===== src/rtl/dmem_arbiter.sv =====
// Arbiter sharing the 256x8 data memory between the core MEM stage and a DMA/debug port.
// Optional build macro DMEM_ARB_RR_EN selects 2-way round-robin in place of fixed core priority plus starvation guard.
module dmem_arbiter #(
  parameter int unsigned ADDR_W       = 8,
  parameter int unsigned DATA_W       = 8,
  parameter int unsigned STARVE_LIMIT = 4,
  parameter int unsigned LOCK_MAX     = 4
) (
  input  logic              clk,
  input  logic              reset,
  input  logic              core_req,
  input  logic              core_we,
  input  logic [ADDR_W-1:0] core_addr,
  input  logic [DATA_W-1:0] core_wdata,
  output logic              core_gnt,
  output logic              core_stall,
  output logic              core_rvalid,
  output logic [DATA_W-1:0] core_rdata,
  input  logic              dma_req,
  input  logic              dma_we,
  input  logic              dma_lock,
  input  logic [ADDR_W-1:0] dma_addr,
  input  logic [DATA_W-1:0] dma_wdata,
  output logic              dma_gnt,
  output logic              dma_rvalid,
  output logic [DATA_W-1:0] dma_rdata,
  output logic              mem_en,
  output logic              mem_we,
  output logic [ADDR_W-1:0] mem_addr,
  output logic [DATA_W-1:0] mem_wdata,
  input  logic [DATA_W-1:0] mem_rdata
);

  typedef enum logic {
    ST_ARB,
    ST_LOCKED
  } state_e;

  localparam logic [3:0] LOCK_MAX4 = 4'(LOCK_MAX);

  state_e     state_q, state_d;
  logic [3:0] lock_cnt_q, lock_cnt_d;
  logic       rd_pend_q, rd_pend_d;
  logic       rd_tag_q, rd_tag_d;
  logic       core_win, dma_win;

`ifdef DMEM_ARB_RR_EN
  logic       last_winner_q, last_winner_d;
`else
  localparam logic [3:0] STARVE_LIM4 = 4'(STARVE_LIMIT);
  logic [3:0] starve_cnt_q, starve_cnt_d;
`endif

  // Arbitration and lock FSM
  always_comb begin
    core_win   = 1'b0;
    dma_win    = 1'b0;
    state_d    = state_q;
    lock_cnt_d = lock_cnt_q;
    case (state_q)
      ST_ARB: begin
`ifdef DMEM_ARB_RR_EN
        if (core_req && dma_req) begin
          if (last_winner_q) core_win = 1'b1;
          else               dma_win  = 1'b1;
        end else if (core_req) begin
          core_win = 1'b1;
        end else if (dma_req) begin
          dma_win = 1'b1;
        end
`else
        if (dma_req && (starve_cnt_q == STARVE_LIM4)) begin
          dma_win = 1'b1;
        end else if (core_req) begin
          core_win = 1'b1;
        end else if (dma_req) begin
          dma_win = 1'b1;
        end
`endif
        if (dma_win && dma_lock && (LOCK_MAX > 1)) begin
          state_d    = ST_LOCKED;
          lock_cnt_d = 4'd1;
        end
      end
      ST_LOCKED: begin
        if (dma_req) begin
          dma_win    = 1'b1;
          lock_cnt_d = lock_cnt_q + 4'd1;
          if (!dma_lock || ((lock_cnt_q + 4'd1) == LOCK_MAX4)) begin
            state_d    = ST_ARB;
            lock_cnt_d = '0;
          end
        end else begin
          state_d    = ST_ARB;
          lock_cnt_d = '0;
        end
      end
      default: begin
        state_d    = ST_ARB;
        lock_cnt_d = '0;
      end
    endcase
  end

  // Every visible output is forced low while reset is held
  always_comb begin
    core_gnt    = core_win & ~reset;
    dma_gnt     = dma_win & ~reset;
    core_stall  = core_req & ~core_gnt & ~reset;
    mem_en      = core_gnt | dma_gnt;
    mem_we      = 1'b0;
    mem_addr    = '0;
    mem_wdata   = '0;
    if (core_gnt) begin
      mem_we    = core_we;
      mem_addr  = core_addr;
      mem_wdata = core_wdata;
    end else if (dma_gnt) begin
      mem_we    = dma_we;
      mem_addr  = dma_addr;
      mem_wdata = dma_wdata;
    end
    core_rvalid = rd_pend_q & ~rd_tag_q & ~reset;
    dma_rvalid  = rd_pend_q & rd_tag_q & ~reset;
    core_rdata  = core_rvalid ? mem_rdata : '0;
    dma_rdata   = dma_rvalid ? mem_rdata : '0;
  end

  always_comb begin
    rd_pend_d = mem_en & ~mem_we;
    rd_tag_d  = dma_gnt;
`ifdef DMEM_ARB_RR_EN
    last_winner_d = last_winner_q;
    if (dma_gnt)       last_winner_d = 1'b1;
    else if (core_gnt) last_winner_d = 1'b0;
`else
    starve_cnt_d = starve_cnt_q;
    if (!dma_req || dma_gnt)          starve_cnt_d = '0;
    else if (starve_cnt_q < STARVE_LIM4) starve_cnt_d = starve_cnt_q + 4'd1;
`endif
  end

  always_ff @(posedge clk or posedge reset) begin
    if (reset) begin
      state_q    <= ST_ARB;
      lock_cnt_q <= '0;
      rd_pend_q  <= 1'b0;
      rd_tag_q   <= 1'b0;
`ifdef DMEM_ARB_RR_EN
      last_winner_q <= 1'b0;
`else
      starve_cnt_q  <= '0;
`endif
    end else begin
      state_q    <= state_d;
      lock_cnt_q <= lock_cnt_d;
      rd_pend_q  <= rd_pend_d;
      rd_tag_q   <= rd_tag_d;
`ifdef DMEM_ARB_RR_EN
      last_winner_q <= last_winner_d;
`else
      starve_cnt_q  <= starve_cnt_d;
`endif
    end
  end

endmodule


===== config.mk =====
export PLATFORM = sky130hd
export DESIGN_NAME = dmem_arbiter
export DESIGN_NICKNAME = d
export VERILOG_FILES = /design/src/rtl/dmem_arbiter.sv
export SDC_FILE = /design/constraint.sdc
export NUM_CORES = 1
export LEC_CHECK = 0
export CORE_UTILIZATION = 33
export CTS_BUF_LIST = sky130_fd_sc_hd__clkbuf_16
export DETAILED_ROUTE_END_ITERATION = 10
export GPL_ROUTABILITY_DRIVEN = 0
export PLACE_DENSITY = 0.92
export SLEW_MARGIN = 20
export SYNTH_ARGS = -nofsm -noshare
export SYNTH_HDL_FRONTEND = slang
export SYNTH_SLANG_ARGS = --single-unit

===== constraint.sdc =====
create_clock -name clk -period 2.9 [get_ports clk]
set_clock_uncertainty 0.2 [all_clocks]
set_input_delay 0.58 -clock clk [delete_from_list [all_inputs] [get_ports clk]]
set_output_delay 0.58 -clock clk [all_outputs]
set_load 0.1 [all_outputs]

==> reports/results.ini <==
[outcome]
status=finished, violations left
violations=setup timing

[yosys]
syn_nets=158
syn_avg_cell_area_um2=8.69
synth_compound_gate_area_share_pct=29.3
yosysUniqueCellTypes=30
synth_cells=107
syn_area_um2=930
synth_top_family_by_area=compound AO/OA/AOI/OAI gates
muxShareOfSynthArea_pct=1.08
synth_xor_area_share_pct=0.942
synth-seq-area-share_pct=29.6
yosys_warnings=0
synth-seq-cells=11
synth-simple-area-share_pct=25.3
synth_fa_ha_area_share_pct=5.38

[route]
drc_errors=0
wl_mm=6.27
wl_per_cell_um=27.5
ant_nets=0
avgViaCountPerCell=5.94
via_count=1355
drt_iter0_markers=51
first_pass_iters=4

[min_path]
whs_path_depth=2
hold_path.class=flop to flop

[clock_tree]
cts_htree_levels=1
cts_root_buf=clkbuf_16
clock-sinks=11
cts_tree=yes
clk_pin_slew_worst_paths_ps=40
clkLatencyLatePin_ps=250
ctsLongestPathBuffers=2
holdBufCountCts=0
cts_buffers=3

[worst_setup_path]
setup.worst_path.class=flop to output port
arrival_ps=2120
startpoint_type=flop
crit_fanout=11
rr_worst_depth=6
endpoint_kind=output port
critPathRequiredTime_ps=2120

[timing]
final.min_clock_period_ps=2900
setup_violations=1
tightest_slew_ps=487
hold_ws_ps=413
finalMaxSlewViolations=0
fin_ws_ps=-0.816
relSlewSlack_pct=67.5
final_hold_viol_count=0
max_freq_ghz=0.345
period_share_pct=100

[floorplanning]
fp.dieH_um=55.1
fp.dieW_um=55.1
num_rows=18
ios=86
dieArea_um2=3030
initial_core_util_pct=36.2
core_area_um2=2570

[layout]
final_layout_size_suffix_gt1_share_pct=42.9
area_delta_synth_final_pct=162
regArea_um2=275
nFillCells=62
multiInputGateArea_um2=682
fin_util_pct=94.9
nets=250
n_antenna_cell=0

[power]
ir_drop_mv=0.646
p_per_area_nw_per_um2=393
p_total_w=0.000958
p_leak_nw=1.07

[global_routing]
grt_max_degree=12
antenna_found_initial=0
grt_pass1_wl_mm=7.56
grt_usage_pct=38.2
grt_pass1_vias=1364
grt_overflow_total=0

[flow_run]
drv_cap=0

[place]
post-dp-hpwl_mm=3.77
io_buffers=85

## power breakdown
group | switching [W] | internal (W) | leakage (nW)
Sequential | 0.0000219 | 0.000169 | 0.147
Clock | 0.0000781 | 0.000183 | 0.0409
Combinational | 0.000299 | 0.000206 | 0.877
## through the flow
step	instances	setup slack, ps	instance area (um^2)	TNS [ps]
floorplan	107	-143	993	-1320
global placement	221	119	2280	0
detailed placement	221	-2.27	2280	-4.49
CTS	227	10.7	2410	0
global route	228	-15.1	2440	-104
finish	228	-0.816	2440	-0.816
## per-layer routing
layer	up-vias	wire length, um	track usage, %	part of all wire, %
met4	0	437	34.2	7.0
met1	629	1850	32.9	29
met2	126	3480	69.3	55
met3	35	507	12.3	8.1
met5	-	0	0	0
li1	565	-	-	-
## sequential cells by signal (all words and copies together), names as in the netlist
register,count
lock_cnt_q,4
state_q,1
starve_cnt_q,4
rd_pend_q,1
rd_tag_q,1
## cell usage after synthesis, drive strengths merged
library cell | n | area, um^2
a21o | 1 | 7.51
a21oi | 4 | 20.0
a22o | 18 | 158
a22oi | 1 | 7.51
a31oi | 1 | 6.26
a41oi | 1 | 16.3
and2 | 17 | 109
and3 | 2 | 12.5
buf | 4 | 32.5
clkbuf | 1 | 3.75
dfrtp | 11 | 275
ha | 4 | 50.1
inv | 11 | 41.3
mux2i | 1 | 10.0
nand2 | 5 | 18.8
nand2b | 2 | 12.5
nand3 | 1 | 5.00
nand3b | 1 | 20.0
nor2 | 7 | 26.3
nor3 | 1 | 10.0
nor3b | 2 | 15.0
o211ai | 2 | 15.0
o21a | 1 | 7.51
o21ai | 4 | 20.0
o22ai | 1 | 6.26
o2bb2ai | 1 | 8.76
or2 | 1 | 6.26
xnor2 | 1 | 8.76
## worst max-delay path, cell delays in order, from the launching register on
cell      delay (ps)
dfrtp_1          430
inv_1            120
ha_1             220
nand3b_4         130
a31oi_4          260
and2_4           270
a22o_1           240
buf_12           200
## final timing paths
check | slack (ps) | end | from
min in group asynchronous | 440 | starve_cnt_q[2] | reset
max reg2reg | 860 | lock_cnt_q[3] | starve_cnt_q[0]
max in group asynchronous | 1900 | lock_cnt_q[2] | reset
min | 410 | starve_cnt_q[1] | starve_cnt_q[1]
max | -0.8 | mem_addr[5] | starve_cnt_q[0]
min reg2reg | 410 | starve_cnt_q[1] | starve_cnt_q[1]
## placed cells by master (no fill, tap or decap), types with 5 or more instances in the layout
master	count
dfrtp_1	11
inv_1	10
a22o_2	8
buf_12	40
clkdlybuf4s50_1	44
and2_4	17
a22o_1	10
nor2_1	5
## area by class of cell
cell class              count  share of cell area [%]
clock buffers               3                    3.08
clock inverters             1                   0.205
inverters                  11                    1.69
multi-input cells          81                    28.0
flip-flops and latches     11                    11.3
well taps                  30                    1.54
repair buffers             91                    54.2
## logic make-up after synthesis
logic type	Yosys count
buffers and inverters	16
and+or+nand+nor	39
adders and majority gates	4
AOI/OAI and AO/OA	35
xor gates and xnor gates	1
DFF	11
muxes	1
## timing repair
item | 4_1_cts | 5_1_grt
gates resized for setup | 7 | 4
cloned | 2 | 0
pin swaps | 2 | 2
setup buffers | 0 | 1
setup endpoints to repair | 18 | 15
(Power assumes the default switching activity.)
